## config.mk

```make
export PLATFORM = sky130hd
export DESIGN_NAME = ps_setpoint_framer
export DESIGN_NICKNAME = d
export VERILOG_FILES = /design/src/rtl/ps_setpoint_framer.sv
export SDC_FILE = /design/constraint.sdc
export NUM_CORES = 2
export LEC_CHECK = 0
export CORE_ASPECT_RATIO = 2
export CORE_MARGIN = 2
export CORE_UTILIZATION = 50
export DETAILED_ROUTE_END_ITERATION = 6
export PLACE_DENSITY = 0.72
export SLEW_MARGIN = 30
export SYNTH_ARGS = -nofsm -noshare
export SYNTH_HDL_FRONTEND = slang
export SYNTH_SLANG_ARGS = --single-unit
```

## constraint.sdc

```tcl
create_clock -name clk -period 4.7 [get_ports clk]
set_clock_uncertainty 0.05 [all_clocks]
set_input_delay 0.94 -clock clk [delete_from_list [all_inputs] [get_ports clk]]
set_output_delay 0.94 -clock clk [all_outputs]
set_load 0.05 [all_outputs]
```

## src/rtl/ps_setpoint_framer.sv

```systemverilog
// ps_setpoint_framer: captures fixed-length setpoint frames from a no-backpressure
// AXI stream into a double-buffered bank, validates frame length, and forwards
// complete frames to the power-supply link as one header word plus the setpoints.
// Also provides registered CPU readback of the last accepted frame and
// saturating status counters.
module ps_setpoint_framer #(
  parameter int RESULT_COUNT       = 24,
  parameter int FLOAT_WIDTH        = 32,
  parameter int DBUS_WIDTH         = 32,
  parameter int RESULT_COUNT_WIDTH = (RESULT_COUNT == 1) ? 1 : $clog2(RESULT_COUNT)
) (
  input  logic                          clk,
  input  logic                          rst_n,
  input  logic                          SETPOINT_TVALID,
  input  logic                          SETPOINT_TLAST,
  input  logic [FLOAT_WIDTH-1:0]        SETPOINT_TDATA,
  output logic                          LINK_TVALID,
  input  logic                          LINK_TREADY,
  output logic                          LINK_TLAST,
  output logic [FLOAT_WIDTH-1:0]        LINK_TDATA,
  input  logic [RESULT_COUNT_WIDTH-1:0] readAddress,
  output logic [DBUS_WIDTH-1:0]         readData,
  output logic [15:0]                   framesSent,
  output logic [15:0]                   badFrames,
  output logic [15:0]                   droppedFrames
);

  // The write index must be able to hold RESULT_COUNT itself (the "full" marker).
  localparam int WR_W = $clog2(RESULT_COUNT + 1);
  localparam logic [WR_W-1:0] WR_FULL = WR_W'(RESULT_COUNT);
  localparam logic [WR_W-1:0] WR_LAST = WR_W'(RESULT_COUNT - 1);
  localparam logic [RESULT_COUNT_WIDTH-1:0] RD_LAST = RESULT_COUNT_WIDTH'(RESULT_COUNT - 1);
  localparam logic [RESULT_COUNT_WIDTH:0] RD_LIMIT = (RESULT_COUNT_WIDTH + 1)'(RESULT_COUNT);

  typedef enum logic [1:0] {
    TX_IDLE   = 2'd0,
    TX_HEADER = 2'd1,
    TX_DATA   = 2'd2
  } tx_state_e;

  // Saturating 16-bit increment for the status counters.
  function automatic logic [15:0] sat_inc(input logic [15:0] v);
    return (v == 16'hFFFF) ? v : v + 16'd1;
  endfunction

  logic [FLOAT_WIDTH-1:0]        bank_q [2][RESULT_COUNT];
  logic [WR_W-1:0]               wr_idx_q, wr_idx_d;
  logic                          overflow_q, overflow_d;
  logic                          tx_bank_q, tx_bank_d;
  logic [7:0]                    seq_q, seq_d;
  tx_state_e                     state_q, state_d;
  logic [RESULT_COUNT_WIDTH-1:0] rd_idx_q, rd_idx_d;
  logic [15:0]                   sent_q, sent_d;
  logic [15:0]                   bad_q, bad_d;
  logic [15:0]                   drop_q, drop_d;
  logic [DBUS_WIDTH-1:0]         rd_data_q, rd_data_d;
  logic                          have_frame_q, have_frame_d;
  logic                          wr_en_s, good_s, bad_s, last_fire_s, accept_s;
  logic                          link_valid_s, link_last_s;
  logic [FLOAT_WIDTH-1:0]        link_data_s;

  // Next-state logic: capture indexing, frame judgement, TX FSM, counters, readback.
  always_comb begin
    wr_idx_d     = wr_idx_q;
    overflow_d   = overflow_q;
    tx_bank_d    = tx_bank_q;
    seq_d        = seq_q;
    state_d      = state_q;
    rd_idx_d     = rd_idx_q;
    sent_d       = sent_q;
    bad_d        = bad_q;
    drop_d       = drop_q;
    rd_data_d    = '0;
    have_frame_d = have_frame_q;
    wr_en_s      = 1'b0;
    good_s       = 1'b0;
    bad_s        = 1'b0;
    last_fire_s  = (state_q == TX_DATA) && LINK_TREADY && (rd_idx_q == RD_LAST);

    // Capture side: there is no back pressure, so every valid word is judged here.
    if (SETPOINT_TVALID) begin
      wr_en_s = (wr_idx_q < WR_FULL);
      if (SETPOINT_TLAST) begin
        good_s     = (wr_idx_q == WR_LAST) && !overflow_q;
        bad_s      = !good_s;
        wr_idx_d   = '0;
        overflow_d = 1'b0;
      end else if (wr_idx_q < WR_FULL) begin
        wr_idx_d = wr_idx_q + WR_W'(1);
      end else begin
        overflow_d = 1'b1;
      end
    end else begin
      wr_idx_d = wr_idx_q;
    end

    // A good frame can only be handed over when the transmit bank is free.
    accept_s = good_s && ((state_q == TX_IDLE) || last_fire_s);

    // Transmit FSM: advances only on a completed handshake.
    case (state_q)
      TX_IDLE: begin
        state_d = TX_IDLE;
      end
      TX_HEADER: begin
        if (LINK_TREADY) begin
          state_d  = TX_DATA;
          rd_idx_d = '0;
        end else begin
          state_d = TX_HEADER;
        end
      end
      TX_DATA: begin
        if (LINK_TREADY) begin
          if (rd_idx_q == RD_LAST) begin
            state_d  = TX_IDLE;
            rd_idx_d = '0;
            sent_d   = sat_inc(sent_q);
          end else begin
            rd_idx_d = rd_idx_q + RESULT_COUNT_WIDTH'(1);
          end
        end else begin
          state_d = TX_DATA;
        end
      end
      default: begin
        state_d = TX_IDLE;
      end
    endcase

    // Bank swap overrides the FSM's return to idle when a frame is waiting.
    if (accept_s) begin
      state_d      = TX_HEADER;
      tx_bank_d    = ~tx_bank_q;
      seq_d        = seq_q + 8'd1;
      have_frame_d = 1'b1;
    end else if (good_s) begin
      drop_d = sat_inc(drop_q);
    end else begin
      drop_d = drop_q;
    end

    if (bad_s) begin
      bad_d = sat_inc(bad_q);
    end else begin
      bad_d = bad_q;
    end

    // Readback comes from the bank currently owned by the transmitter.
    if (have_frame_q && ({1'b0, readAddress} < RD_LIMIT)) begin
      rd_data_d = DBUS_WIDTH'(bank_q[tx_bank_q][readAddress]);
    end else begin
      rd_data_d = '0;
    end

    // Link outputs decode straight from registered state so they hold under stall.
    link_valid_s = 1'b0;
    link_last_s  = 1'b0;
    link_data_s  = '0;
    case (state_q)
      TX_HEADER: begin
        link_valid_s = 1'b1;
        link_data_s  = FLOAT_WIDTH'({8'hA5, seq_q, 16'(RESULT_COUNT)});
      end
      TX_DATA: begin
        link_valid_s = 1'b1;
        link_last_s  = (rd_idx_q == RD_LAST);
        link_data_s  = bank_q[tx_bank_q][rd_idx_q];
      end
      default: begin
        link_valid_s = 1'b0;
      end
    endcase
  end

  // Setpoint storage: written into the capture bank, which is always the non-TX bank.
  always_ff @(posedge clk) begin
    if (wr_en_s) begin
      bank_q[~tx_bank_q][wr_idx_q[RESULT_COUNT_WIDTH-1:0]] <= SETPOINT_TDATA;
    end
  end

  // Control and status registers.
  always_ff @(posedge clk or negedge rst_n) begin
    if (!rst_n) begin
      wr_idx_q     <= '0;
      overflow_q   <= 1'b0;
      tx_bank_q    <= 1'b0;
      seq_q        <= 8'd0;
      state_q      <= TX_IDLE;
      rd_idx_q     <= '0;
      sent_q       <= 16'd0;
      bad_q        <= 16'd0;
      drop_q       <= 16'd0;
      rd_data_q    <= '0;
      have_frame_q <= 1'b0;
    end else begin
      wr_idx_q     <= wr_idx_d;
      overflow_q   <= overflow_d;
      tx_bank_q    <= tx_bank_d;
      seq_q        <= seq_d;
      state_q      <= state_d;
      rd_idx_q     <= rd_idx_d;
      sent_q       <= sent_d;
      bad_q        <= bad_d;
      drop_q       <= drop_d;
      rd_data_q    <= rd_data_d;
      have_frame_q <= have_frame_d;
    end
  end

  assign LINK_TVALID   = link_valid_s;
  assign LINK_TLAST    = link_last_s;
  assign LINK_TDATA    = link_data_s;
  assign readData      = rd_data_q;
  assign framesSent    = sent_q;
  assign badFrames     = bad_q;
  assign droppedFrames = drop_q;

endmodule

```

==> Word-level counts from Yosys, hierarchy flattened <==
Memory sizes are Yosys's and may differ from the RTL's.
Index checks and enable logic that the tools add are counted.
{ "op_classes": {"addsub": 6, "n_lt_le_gt_ge": 6, "n_eq_ne": 11, "mux": 32, "n_bitwise": 8, "reduce_logical": 19} }
{ "op_table": {"columns": ["cell", "n"], "rows": [
  ["768-bit two-way mux", 1],
  ["32-bit binary-select mux with 5-bit select", 2],
  ["32-bit two-way mux", 6],
  ["32-bit demux with 5-bit select", 1],
  ["32-bit one-hot mux with 2 select lines", 1],
  ["16-bit by 1-bit adder with 16-bit output, second input constant", 3],
  ["16-bit == test, second input constant", 3],
  ["5-bit two-way mux", 5],
  ["6-bit >= comparator, second input constant", 3],
  ["5-bit inverter with 6-bit output", 3],
  ["5-bit by 1-bit adder with 5-bit output, second input constant", 2],
  ["5-bit == test, second input constant", 2],
  ["5-bit less-than comparator, second input constant", 2],
  ["1-bit two-way mux", 10],
  ["5-bit one-hot mux with 2 select lines", 1],
  ["8-bit by 1-bit adder with 8-bit output, second input constant", 1],
  ["2-bit two-way mux", 4],
  ["1-bit logical AND", 6],
  ["6-bit by 1-bit less-than comparator with 1-bit output, second input constant", 1],
  ["2-bit != test, second input constant", 3],
  ["2-bit AND reduction", 3],
  ["3-bit AND reduction", 2],
  ["1-bit inverter", 5],
  ["4-bit by 3-bit != test with 1-bit output, second input constant", 1],
  ["other kinds (9)", 11]
]} }
{ "totals": {"ff_bits": 103, "ramBits": 1536, "inputBits": 42, "wordCells": 94, "mem_count": 1} }
{ "mem_list": {"columns": ["name", "depth", "word_bits", "read_ports", "rd_ports_with_merged_regs", "wr", "line", "text"], "rows": [
  ["bank_q", 2, 768, 1, 0, 1, "46", "logic [FLOAT_WIDTH-1:0] bank_q [2][RESULT_COUNT];"]
]} }

==> Depth between registers and ports, before layout <==
{ "depth": {"depth_word": 7, "mapped_depth": 10, "ltp_nobuf": 7} }

==> Worst setup path before layout <==
OpenSTA, ideal clock, no wires.
{ "synth_path": {"path_type": "reg-to-output", "startpoint": "register state_q[0]", "endpoint": "output LINK_TDATA[24]", "t_arrival_ns": 2.844, "t_required_ns": 3.710, "path_slack_ns": 0.866, "path_stages_with_launch": 9, "path_cell_list": "dfrtp_1 > inv_1 > ha_1 > clkbuf_1 > and3b_1 > clkbuf_1 > clkbuf_1 > o221ai_1 > o2bb2ai_1"} }
{ "synth_via": {"elab_chain_cells": 2, "word_cells_on_any_way": 3} }
{ "synth_rtl": {"columns": ["item", "line", "text"], "rows": [
  ["start, declared", "51", "tx_state_e state_q, state_d;"],
  ["start signal, assigned", "202", "state_q <= state_d;"],
  ["2-bit == test or 2-bit by 1-bit == test with 1-bit output (tied branches)", "160", "case (state_q)"],
  ["32-bit one-hot mux with 2 select lines *", "160", null],
  ["end, declared", "20", "output logic [FLOAT_WIDTH-1:0] LINK_TDATA,"]
]} }
Every way passes the cells marked *; elsewhere a longest branch is shown, timed or not.

==> Worst setup path in the final report <==
{ "layout_path": {"startpoint": "register rd_idx_q[1]", "endpoint": "output LINK_TDATA[18]"} }
{ "layout_via": {"elab_chain_cells": 5} }
{ "layout_rtl": {"columns": ["item", "line", "text"], "rows": [
  ["start, declared", "52", "logic [RESULT_COUNT_WIDTH-1:0] rd_idx_q, rd_idx_d;"],
  ["start signal, assigned", "203", "rd_idx_q <= rd_idx_d;"],
  ["5-bit inverter with 6-bit output (implied by the code)", "168", "link_data_s = bank_q[tx_bank_q][rd_idx_q];"],
  ["32-bit binary-select mux with 5-bit select", "168", null],
  ["32-bit two-way mux (implied by the code) (2 in series)", "168", null],
  ["32-bit one-hot mux with 2 select lines", "160", null]
]} }
No other way between the ends. The select of a mux whose other input is x is not followed.

==> results.md <==
- DR vias: roughly 44k
- TritonCTS clock tree: built
- Grt peak-use layer: met2
- Met2 usage: 52.5%
- CP startpoint kind: flip-flop
- Mean area per synthesized cell: between 15 and 20 sq um
- Slew HR: a little under a third
- Vias in the first global route: 45.4k
- Final period util: 101%
- Starting Density: 50.3%
- Clock insertion delay at the later pin of the skew report: about 0.82 ns
- Post-synth EDFFs: ~1.5k
- Area grow syn2layout: 14.6%
- H-tree depth: 4
- Top-Level Pins: about 160
- Initial antenna violation count: 6
- Max-Cap Viols: 0
- Met3 usage: 5.43%
- Core area: ~150000 sq um
- Slew of the pin with the lowest slew margin: 1.04 ns
- Die ar.: 154000 sq um
- R2r setup slk: 1.29 ns
- FP Rows: 201
- Pin count of the biggest net entering global routing: 76
- Unrepaired setup endpoints after global routing: true
- Endpoint class of the critical path: output pin
- Critical Path Sink: LINK_TDATA[18]
- Remaining DRCs: 0
- Crit path launch: rd_idx_q[1]
- Layout cells sized above 1: about a third
- RR Endpoint: droppedFrames[1]
- Min cycle time layout: 4.77 ns
- Final number of max-transition violations: 0
- CP max FO: 72
- Most common cell after layout, fill and taps aside: edfxtp_1
- Critical Path AT: 3.78 ns
- Congestion Overflow GR: 0
- Asr flop ratio synth: 6.28%
- Clock buffer depth: 4
- CP required: 3.71 ns
- Post-Syn Nets: 3848
- R2r startpoint: rd_idx_q[3]
- Met1 usage: between 30% and 40%
- Wire length per cell: 38.5 um
- Post-synth top flop: edfxtp_1
- Leakage Power: ~0.027 uW
- Cells after synthesis: 3794
- Tightest Hold Check Type: input port to async pin
- Failing checks: negative setup slack
- Max frequency: approximately 0.21 GHz
- Post-layout instance area: 86200 sq um
- Pre-antenna DRT Iters: 5
- Port bufs: 155
- # nets final: around 4.2k
- Cell Area, Synth: approximately 75000 sq um
- Yosys warns: 0
- Status: finished with violations
- Most frequent cells in the layout: edfxtp_1 (1536), mux4_2 (800), buf_4 (223)
- Final hold vios: 0
- Routed Antenna Nets: 0
- Root Driver: clkbuf_16
- Post-synthesis sequential area ratio: 64.8%
- Post-route insts no fill: between 6k and 7k
- Initial DRC Count: 5757
- CTS buffer count: ~150
- DP Area: 81200 sq um
- Unique cell type count in the Yosys netlist: 65
- Die width: 278 um
- Pwr Density: 411 nW/um^2
- WS Path Type: flip-flop to output pin
- Die height: approximately 550 um
- Final Routed Wirelength: roughly 240000 um
- Register-to-Register Path Depth: 6
- Final setup vio count: 4
- GRT Total Usage: 31.0%
- DP HPWL: between 150000 and 200000 um
- Placed cells: 5876
- Clock slew at reported path FFs: 0.07 ns
- CTS sink cnt: around 1.6k
- Final worst setup slack: -0.0692 ns
- Placer Congestion: 0.895
- First-pass GRT wire length: 333000 um
- Vias per cell: 7.12
- Maximum vdd drop: 0.304 mV
- Post-synthesis register bit count: 1639
[what timing repair did]
item / in CTS / in global routing
hold buffers: 0 / 0
gates cloned: 1 / 0
setup buffers: 8 / 0
endpoints found under the setup margin: 32 / 6
gates resized for setup: 8 / 10
[cell families (layout without fill, tap and decap cells)]
family	count (synthesis)	after routing	share of synthesized area [%]
flip-flops	1639	1639	64.8
adder cells (fa/ha/maj)	12	12	0.200
other	0	2	0
buffers and inverters	288	706	1.85
AND/OR/NAND/NOR	482	482	3.14
AO/OA/AOI/OAI	356	356	3.15
XOR/XNOR	51	51	0.594
multiplexers	966	966	26.3
[Yosys cell counts (6+ instances only)]
library cell	instances	area, sq um
edfxtp_1	1536	46100
mux4_2	800	18000
nor2_1	123	462
nand2_1	121	454
dfrtp_1	103	2580
clkbuf_1	102	383
buf_2	93	465
mux2i_1	88	881
mux2_2	78	878
nand3_1	75	375
a21oi_1	69	345
o22ai_1	46	288
o21ai_0	43	215
a22oi_1	41	308
nor2b_1	41	257
buf_4	40	300
a211oi_1	39	293
xnor2_1	32	280
buf_1	31	116
nor3_1	23	115
o31ai_1	19	143
xor2_1	19	166
o21ai_1	17	85.1
inv_1	16	60.1
nand2b_1	16	100
a31oi_1	12	75.1
and3_1	12	75.1
ha_1	12	150
nand4_1	12	75.1
o211ai_1	11	82.6
o2bb2ai_1	11	96.3
and2_1	9	56.3
o22a_1	8	70.1
or2_2	8	50.1
a22o_1	7	61.3
and4_1	7	61.3
o221ai_1	7	61.3
or3_1	7	43.8
buf_6	6	67.6
nor4_1	6	37.5
[worst max-delay path, cell delays in order, from the launching register on]
cell and delay, ns:
dfrtp_4 0.76, buf_16 0.38, mux4_2 0.40, mux2_2 0.35, a22oi_1 0.32, o221ai_1 0.32
buf_12 0.26
[registers in the layout, indices dropped and copies added (netlist names)]
register       flops
droppedFrames     16
bank_q          1536
readData          32
state_q            2
overflow_q         1
rd_idx_q           5
framesSent        16
seq_q              8
wr_idx_q           5
badFrames         16
have_frame_q       1
tx_bank_q          1
[cell type report]
| type | instances | area (sq um) |
|---|---|---|
| fill | 10700 | 63400 |
| sequential | 1639 | 48700 |
| multi-input combinational | 1867 | 25500 |
| timing repair buffer | 435 | 4740 |
| clock buffer | 194 | 4070 |
| tap | 1928 | 2410 |
| clock inverter | 61 | 639 |
| inverter | 16 | 60.1 |
| antenna | 2 | 5.00 |
[per-layer routing]
metal | part of all wire (%) | routed length (um) | vias to the layer above
li1 | - | - | 16900
met1 | 31 | 73300 | 23000
met2 | 51 | 120000 | 2999
met3 | 10 | 23900 | 865
met4 | 8.4 | 19800 | 8
met5 | 0.023 | 55 | -
[through the flow]
| stage | power, uW | TNS, ns | utilization [%] | hold WS [ns] | setup slack [ns] |
|---|---|---|---|---|---|
| 2_1_floorplan | 20400 | 0 | - | 0.391 | 0.866 |
| 3_3_place_gp | 23200 | 0 | 54.3 | 0.413 | 0.435 |
| 3_5_place_dp | 23200 | 0 | 54.3 | 0.412 | 0.442 |
| 4_1_cts | 35400 | 0 | 57.6 | 0.116 | 0.000503 |
| 5_1_grt | 36100 | -0.00772 | 57.6 | 0.170 | -0.00772 |
| 6_report | 35400 | -0.206 | 57.6 | 0.0826 | -0.0692 |
[report_power, final]
| part | switching [uW] | internal [uW] |
|---|---|---|
| combinational | 4190 | 2630 |
| clock | 5400 | 6830 |
| sequential | 262 | 16100 |
| total | 9850 | 25600 |
[how the worst min path moves through the flow]
| stage | end | cells past startpoint | slack [ns] | start |
|---|---|---|---|---|
| 3_3_place_gp | seq_q[7] | 1 | 0.41 | seq_q[7] |
| 4_1_cts | readData[29] | 1 | 0.12 | rst_n |
| 2_1_floorplan | seq_q[7] | 1 | 0.39 | seq_q[7] |
| 5_1_grt | readData[26] | 1 | 0.17 | rst_n |
| 3_5_place_dp | seq_q[7] | 1 | 0.41 | seq_q[7] |
| 6_report | readData[26] | 1 | 0.08 | rst_n |
Power figures use the tool's default switching activity.
==> RTL change, RTL diff (same settings) <==
`DBUS_WIDTH`: 32 -> 64.
--- a/src/rtl/ps_setpoint_framer.sv
+++ b/src/rtl/ps_setpoint_framer.sv
@@ -7,5 +7,5 @@
   parameter int RESULT_COUNT       = 24,
   parameter int FLOAT_WIDTH        = 32,
-  parameter int DBUS_WIDTH         = 32,
+  parameter int DBUS_WIDTH         = 64,
   parameter int RESULT_COUNT_WIDTH = (RESULT_COUNT == 1) ? 1 : $clog2(RESULT_COUNT)
 ) (
Interface: changed (resized readData); port bits go from 156 to 188. No check against the original RTL was run, so the function may have changed too.
==> RTL change against the original RTL <==
  * Count of clock-buffer cells in the layout is 10 lower
  * Critical path type unchanged
  * Area after synthesis is 0.23% lower
  * Largest cell class unchanged
  * Sequential cell count stayed put
  * Setup slack better by 90 ps
  * Final cell count hardly changed
  * Routed wire length is 2.7% lower
  * Total power is 3.3% higher
  * Design area hardly changed
==> RTL change: results (changes against the original RTL) <==
<table>
<tr><th>Metric</th><th>Value</th></tr>
<tr><th colspan="2">Global routing</th></tr>
<tr><td>Fraction of met3 tracks used by global routing</td><td>6.33% (was 5.43%)</td></tr>
<tr><td>Vias in the first global route</td><td>44100 (was 45400)</td></tr>
<tr><td>Pin count of the biggest net entering global routing</td><td>83 (was 76)</td></tr>
<tr><td>Wire length of the first global-routing pass</td><td>324 mm (was 333 mm)</td></tr>
<tr><td>Initial antenna violation count</td><td>5 (was 6)</td></tr>
<tr><th colspan="2">Setup path</th></tr>
<tr><td>Worst-case reg-to-reg path depth</td><td>9 (was 6)</td></tr>
<tr><td>Termination of the worst setup path</td><td>LINK_TDATA[1] (was LINK_TDATA[18])</td></tr>
<tr><td>Critical register-to-register path startpoint</td><td>tx_bank_q$_DFFE_PN0P_ (was rd_idx_q[3]$_DFFE_PN0P_)</td></tr>
<tr><td>Largest driver fanout on the critical path</td><td>17 (was 72)</td></tr>
<tr><td>Reg-to-reg setup timing slack</td><td>1150 ps (was 1290 ps)</td></tr>
<tr><td>Worst reg2reg endpoint</td><td>readData[6]$_DFF_PN0_ (was droppedFrames[1]$_DFFE_PN0P_)</td></tr>
<tr><td>Worst setup startpoint</td><td>state_q[1]$_DFFE_PN0P_ (was rd_idx_q[1]$_DFFE_PN0P_)</td></tr>
<tr><th colspan="2">Layout</th></tr>
<tr><td>Area of the multi-input gates</td><td>25200 sq um (was 25500 sq um)</td></tr>
<tr><td>Number of nets in the final layout</td><td>4138 (was 4162)</td></tr>
<tr><th colspan="2">Detailed routing</th></tr>
<tr><td>Vias per cell</td><td>7.17 (was 7.12)</td></tr>
<tr><td>Iteration count of the initial detailed-routing pass</td><td>6 (was 5)</td></tr>
<tr><td>DR WL/cell</td><td>37.5 um (was 38.5 um)</td></tr>
<tr><th colspan="2">STA</th></tr>
<tr><td>Slew at the pin closest to its max-slew limit</td><td>1060 ps (was 1040 ps)</td></tr>
<tr><th colspan="2">Power and ir drop</th></tr>
<tr><td>Net switching component of the power</td><td>10200 uW (was 9850 uW)</td></tr>
<tr><td>Worst voltage drop across the vdd grid</td><td>0.000510 V (was 0.000304 V)</td></tr>
<tr><th colspan="2">Outcome</th></tr>
<tr><td>Result of the run</td><td>complete, no violations (was finished, violations left)</td></tr>
<tr><th colspan="2">Clock tree</th></tr>
<tr><td>Clock latency on the worst-skew pair</td><td>790 ps (was 820 ps)</td></tr>
<tr><th colspan="2">Placement</th></tr>
<tr><td>Post-DP HPWL</td><td>139 mm (was 151 mm)</td></tr>
<tr><td>Routability cong.</td><td>0.904 (was 0.895)</td></tr>
<tr><th colspan="2">Yosys</th></tr>
<tr><td>Post-synthesis compound-gate area fraction</td><td>3.87% (was 3.15%)</td></tr>
</table>
RTL change: changes by cell type in the layout (fill, tap and decap cells not counted), sizes merged, moves of 24 or more:
cell,change
buf,+24
nand3,-37
mux4,-25
mux2i,+61
mux2,-44
conb,+32
nor2,-25
a22oi,+26
nand2,-61
a221oi,+32
a22o,+31
RTL change: repair_timing:
action / CTS / global route
endpoints found under the hold margin: 0 / 0
cloned: 1 / 4
setup endpoints to repair: 32 / 20
buffers inserted: 9 / 10
gates resized for setup: 22 / 20
pin swaps: 0 / 1
RTL change: final cells by class:
type | instances | share of cell area [%]
Multi-Input combinational cell | 1824 | 29.2
Timing Repair Buffer | 461 | 5.77
Inverter | 9 | 0.0392
Tap cell | 1928 | 2.80
Clock inverter | 92 | 1.08
Antenna cell | 3 | 0.00870
Clock buffer | 184 | 4.63
Sequential cell | 1639 | 56.5
RTL change: metal layers:
metal	routed length, um	share of wire (%)
met1	77400	34
met2	110000	48
met3	27000	12
met4	16000	7.0
met5	27	0.012
RTL change: power groups by stage:
stage | clock (uW) | sequential, uW | combinational, uW
global placement | 0 | 16800 | 7170
floorplan | 0 | 16700 | 4500
global route | 13100 | 16400 | 7950
CTS | 12500 | 16400 | 7450
detailed placement | 0 | 16800 | 7230
finish | 12500 | 16400 | 7750
RTL change: worst register-to-register path, cell delays in order, from the launching register on:
cell	delay, ps
dfrtp_4	430
buf_4	200
buf_16	300
buf_12	230
buf_4	300
mux4_2	600
mux4_2	470
a21oi_1	490
o21ai_1	180
buf_4	210
RTL change: worst min-delay path by stage:
stage / startpoint / end / slack [ps] / depth (start not counted)
2_1_floorplan: seq_q[7]$_DFFE_PN0P_ / seq_q[7]$_DFFE_PN0P_ / 400 / 1
3_3_place_gp: seq_q[7]$_DFFE_PN0P_ / seq_q[7]$_DFFE_PN0P_ / 410 / 1
3_5_place_dp: seq_q[7]$_DFFE_PN0P_ / seq_q[7]$_DFFE_PN0P_ / 420 / 1
4_1_cts: rst_n / droppedFrames[3]$_DFFE_PN0P_ / 40 / 1
5_1_grt: rst_n / droppedFrames[3]$_DFFE_PN0P_ / 80 / 1
6_report: rst_n / droppedFrames[3]$_DFFE_PN0P_ / 60 / 1
RTL change: logic make-up after synthesis:
group           after synthesis
flops                      1639
compound gates              426
mux                         958
simple gates                342
fa+ha+maj                    12
buf+inv                     323
xor+xnor                     54
other cells                   1
RTL change: through the flow:
step	total power [uW]	instance area (sq um)	std cells	TNS [ps]	setup slack [ps]
2_1_floorplan	21200	75100	3786	0	362
3_3_place_gp	24000	80800	5838	0	160
3_5_place_dp	24100	80800	5838	0	193
4_1_cts	36400	86000	6124	0	8.18
5_1_grt	37400	86300	6139	-35.6	-12.2
6_report	36600	86300	6140	0	20.5
